===== src/rtl/ysyx_23060096_core_seq.sv =====
// Multi-cycle sequencer for the NPC datapath: fetch, optional DMEM
// access, single-cycle commit strobes, ebreak halt and timeout fault.
module ysyx_23060096_core_seq #(
    parameter int TIMEOUT = 256,
    parameter int CNT_W   = 32
) (
    input  logic             clk,
    input  logic             rstn,
    output logic             imem_req_valid,
    input  logic             imem_req_ready,
    input  logic             imem_rsp_valid,
    input  logic [31:0]      imem_rsp_data,
    output logic [31:0]      inst,
    output logic             inst_valid,
    input  logic             dec_ebreak,
    input  logic             dec_mem_rd,
    input  logic             dec_mem_wr,
    input  logic             dec_rf_wen,
    output logic             dmem_req_valid,
    output logic             dmem_req_we,
    input  logic             dmem_req_ready,
    input  logic             dmem_rsp_valid,
    output logic             rf_wen,
    output logic             pc_wen,
    output logic [CNT_W-1:0] retired,
    output logic             halted,
    output logic             fault
);

    localparam int TW = (TIMEOUT > 2) ? $clog2(TIMEOUT) : 1;

    typedef enum logic [2:0] {
        S_IFREQ,
        S_IFWAIT,
        S_EXEC,
        S_MREQ,
        S_MWAIT,
        S_HALT,
        S_FAULT
    } state_t;

    state_t            state;
    state_t            state_nxt;
    logic              run;
    logic [31:0]       inst_q;
    logic [TW-1:0]     wcnt;
    logic [CNT_W-1:0]  retired_q;
    logic              wait_exp;
    logic              in_wait;

    assign wait_exp = (wcnt == TW'(TIMEOUT - 1));
    assign in_wait  = (state == S_IFWAIT) || (state == S_MWAIT);

    always_ff @(posedge clk or negedge rstn) begin
        if (!rstn) begin
            state <= S_IFREQ;
        end else begin
            state <= state_nxt;
        end
    end

    always_comb begin
        state_nxt = state;
        unique case (state)
            S_IFREQ: begin
                if (run && imem_req_ready) begin
                    state_nxt = S_IFWAIT;
                end
            end
            S_IFWAIT: begin
                if (imem_rsp_valid) begin
                    state_nxt = S_EXEC;
                end else if (wait_exp) begin
                    state_nxt = S_FAULT;
                end
            end
            S_EXEC: begin
                unique case (1'b1)
                    dec_ebreak:               state_nxt = S_HALT;
                    (dec_mem_rd | dec_mem_wr): state_nxt = S_MREQ;
                    default:                  state_nxt = S_IFREQ;
                endcase
            end
            S_MREQ: begin
                if (dmem_req_ready) begin
                    state_nxt = S_MWAIT;
                end
            end
            S_MWAIT: begin
                if (dmem_rsp_valid) begin
                    state_nxt = S_IFREQ;
                end else if (wait_exp) begin
                    state_nxt = S_FAULT;
                end
            end
            S_HALT:  state_nxt = S_HALT;
            S_FAULT: state_nxt = S_FAULT;
            default: state_nxt = S_IFREQ;
        endcase
    end

    always_comb begin
        imem_req_valid = 1'b0;
        inst_valid     = 1'b0;
        dmem_req_valid = 1'b0;
        dmem_req_we    = 1'b0;
        rf_wen         = 1'b0;
        pc_wen         = 1'b0;
        halted         = 1'b0;
        fault          = 1'b0;
        unique case (state)
            S_IFREQ: begin
                imem_req_valid = run;
            end
            S_IFWAIT: ;
            S_EXEC: begin
                inst_valid = 1'b1;
                if (!dec_ebreak && !dec_mem_rd && !dec_mem_wr) begin
                    rf_wen = dec_rf_wen;
                    pc_wen = 1'b1;
                end
            end
            S_MREQ: begin
                inst_valid     = 1'b1;
                dmem_req_valid = 1'b1;
                dmem_req_we    = dec_mem_wr;
            end
            S_MWAIT: begin
                inst_valid = 1'b1;
                if (dmem_rsp_valid) begin
                    // a store wins when both access flags are set
                    rf_wen = dec_mem_rd & ~dec_mem_wr & dec_rf_wen;
                    pc_wen = 1'b1;
                end
            end
            S_HALT:  halted = 1'b1;
            S_FAULT: fault  = 1'b1;
            default: ;
        endcase
    end

    // run holds off the first fetch request until one cycle after reset
    always_ff @(posedge clk or negedge rstn) begin
        if (!rstn) begin
            run       <= 1'b0;
            inst_q    <= '0;
            wcnt      <= '0;
            retired_q <= '0;
        end else begin
            run <= 1'b1;
            if (state == S_IFWAIT && imem_rsp_valid) begin
                inst_q <= imem_rsp_data;
            end
            if (in_wait && state_nxt == state) begin
                wcnt <= wcnt + TW'(1);
            end else begin
                wcnt <= '0;
            end
            if (pc_wen) begin
                retired_q <= retired_q + CNT_W'(1);
            end
        end
    end

    assign inst    = inst_q;
    assign retired = retired_q;

endmodule


===== config.mk =====
export PLATFORM = sky130hd
export DESIGN_NAME = ysyx_23060096_core_seq
export DESIGN_NICKNAME = d
export VERILOG_FILES = /design/src/rtl/ysyx_23060096_core_seq.sv
export SDC_FILE = /design/constraint.sdc
export NUM_CORES = 1
export LEC_CHECK = 0
export CAP_MARGIN = 20
export CORE_MARGIN = 8
export CORE_UTILIZATION = 50
export DETAILED_ROUTE_END_ITERATION = 8
export PLACE_DENSITY_LB_ADDON = 0.12
export SYNTH_ARGS = -nofsm -noshare
export SYNTH_HDL_FRONTEND = slang
export SYNTH_SLANG_ARGS = --single-unit

===== constraint.sdc =====
create_clock -name clk -period 4 [get_ports clk]
set_input_delay 1.2 -clock clk [delete_from_list [all_inputs] [get_ports clk]]
set_output_delay 1.2 -clock clk [all_outputs]
set_load 0.01 [all_outputs]

==> reports/metrics.csv <==
stage;metric;value;unit
setup_path;crit_chain;clkdlybuf4s50_1 > nor4b_4 > a21oi_2 > inv_1 > clkdlybuf4s50_1;
setup_path;worstPathRequired;2.80;ns
global_routing;grt_pass1_vias;2621;
placement;gp_congestion;0.798;
pwr;peakVddDrop;374;uV
timing;post-route-period-util;98.7;%
timing;finalHoldViolations;0;
global_routing;grt_pass1_wl;13700;um
yosys;synth.avg_cell_area;12.1;um^2
setup_path;cp-end-kind;output pin;
timing;clock-skew-final;0.0106;ns
global_routing;grt_max_degree;33;
timing;slew_violations;0;
setup_path;slowest_stage;clkdlybuf4s50_1;
status;outcome;finished clean;
die;start_util;51.9;%
yosys;synth_area;0.00355;mm^2
yosys;synthCells;294;
placement;placed_cell_area;0.00478;mm^2
pwr;p_per_area;551;mW/mm^2
clock_network;htreeDepth;3;
layout;fin_area;0.00498;mm^2
detailed_routing;ant_nets;0;
die;rows;30;
layout;layout_commonest_cell;clkdlybuf4s50_1;
yosys;ys_seq_elements;76;
die;die-area;0.0100;mm^2
placement;io_buffers;113;
clock_network;post_cts_buffers;0;
clock_network;clock-sinks;76;
global_routing;grt_usage;17.2;%
layout;nets;456;
hold_path;hold_path_class;flip-flop to flip-flop;
setup_path;worstPathBufferInverterCount;3;
setup_path;critPathTopFamily;buffers and inverters;
die;core;0.00683;mm^2
yosys;synthDistinctLibCells;44;
detailed_routing;drtIter0Drc;170;
yosys;synth_top_area_share;53.6;%
layout;diodes;0;
die;die_w;100;um
clock_network;cts_hold_buf;0;
timing;max_freq;253;MHz
timing;grt_setup_unrepaired;no;
clock_network;clk_pin_slew;0.07;ns
clock_network;ctsLongestPathBuffers;2;
layout;layout_common_cells;111 x clkdlybuf4s50_1, 76 x dfrtp_1, 33 x mux2_2;
detailed_routing;wl_per_cell;16.5;um
yosys;syn-num-nets;338;
detailed_routing;drt-total-wl;8470;um
global_routing;antenna_found_initial;0;
clock_network;cts_buffers;9;
pwr;sw_frac_of_total;31.0;%
detailed_routing;drc_errors;0;
detailed_routing;wl_met2;3830;um
clock_network;root_buffer;clkbuf_8;
clock_network;cts.repair.resized;0;
yosys;synth_top_cell_by_area;dfrtp_1;
setup_path;startpoint_type;input pin;
timing;fin_tns_setup;0;ns
timing;fin_crit;3.95;ns
hold_path;min_from;retired[31];
pwr;clkPwrFrac;21.4;%
setup_path;path_class;input pin to output pin;
setup_path;critPathMaxFanout;2;
pwr;p_int;1.89;mW
layout;area_delta_synth_final;40.4;%
pwr;p_seq_share;41.0;%
pwr;power;2.74;mW
detailed_routing;num_vias;2678;
die;die_y;100;um
detailed_routing;top_layer;met4;
detailed_routing;wl_met1;3980;um
detailed_routing;wl_met3;531;um
detailed_routing;first_pass_iters;4;
pwr;power.leakage;2.19;nW
clock_network;cts_tree;yes;
yosys;yosysSeqAreaShare;53.6;%
setup_path;path_common_cell;clkdlybuf4s50_1;
layout;final_util;72.9;%
yosys;ys_warn_count;0;
pwr;power.switching;851;uW
detailed_routing;viasPerCell;5.22;
timing;finalSetupViolCount;0;
flow_run;max-cap-violations;0;
setup_path;slowest_delay;0.55;ns
die;io_pins;114;
global_routing;grt-ovfl-total;0;
layout;drive_above_1_share;17.3;%
pwr;pwr-share-comb;37.6;%
clock_network;clock_latency;0.35;ns
setup_path;crit_start;dec_mem_wr;
setup_path;cp.arrival;2.75;ns
setup_path;r2r-start;state[1];
placement;dp_hpwl;6330;um
yosys;synthTopCellsByArea;dfrtp_1 54%, mux2_2 10%, xor2_1 7.2%;
-- logic make-up after synthesis --
| kind of cell | Yosys count | share of synthesized area (%) |
|---|---|---|
| and+or+nand+nor | 112 | 20.7 |
| DFF | 76 | 53.6 |
| xor gates and xnor gates | 36 | 8.89 |
| muxes | 33 | 10.5 |
| buffers and inverters | 20 | 2.79 |
| AOI/OAI and AO/OA | 14 | 2.68 |
| adders and majority gates | 2 | 0.706 |
| other | 1 | 0.106 |
-- worst paths after layout --
check                               to  slack [ns]  cells past startpoint
max                             pc_wen        0.05                      5
min                        retired[31]        0.47                      1
max reg2reg                retired[21]        2.01                      5
min reg2reg                retired[31]        0.47                      1
max in group asynchronous  retired[12]        2.41                      2
min in group asynchronous     inst[15]        0.80                      1
-- per-stage QoR --
step                      setup slack [ns]  hold slack [ns]  instances
final                               0.0534            0.469        513
after detailed placement            0.0113            0.457        497
after floorplan                      0.921            0.453        294
after CTS                           0.0113            0.471        513
after global routing               0.00678            0.494        513
after global placement              0.0465            0.459        497
-- Yosys cell counts (all sizes together) --
cell type,n
dfrtp,76
mux2,33
xor2,29
nand2,18
nor4,15
nand3,14
nor2,13
and3,10
buf,9
nand4,9
nor3,8
inv,7
xnor2,7
a21oi,4
and2,4
and4,4
clkbuf,4
nor4b,4
nand2b,3
nor3b,3
o21ai,3
ha,2
nor2b,2
or3b,2
a2111oi,1
a211oi,1
a21o,1
a32oi,1
and4bb,1
conb,1
o211ai,1
o311ai,1
o31ai,1
or2,1
or3,1
-- registers in the layout (all words and copies together), names as in the netlist --
register / count
wcnt: 8
inst: 32
state: 3
run: 1
retired: 32
-- power groups by stage --
stage,clock network [mW],logic [mW],registers [mW]
after CTS,0.604,1.05,1.13
after detailed placement,0,1.04,1.14
final,0.586,1.03,1.13
after floorplan,0,0.433,1.18
after global routing,0.630,1.10,1.16
after global placement,0,1.03,1.13
-- per-layer routing --
metal	up-vias	global-route usage [%]
li1	1271	-
met1	1295	22.7
met2	100	26.0
met3	12	5.47
met4	0	6.05
met5	-	0
-- final cells by class --
type | count | area [um^2]
clock buffers | 10 | 138
clock inverters | 6 | 61.3
fillers | 498 | 1850
inverters | 7 | 26.3
multi-input cells | 198 | 1550
flip-flops and latches | 76 | 1900
well taps | 96 | 120
repair buffers | 120 | 1180
(Power assumes the default switching activity.)
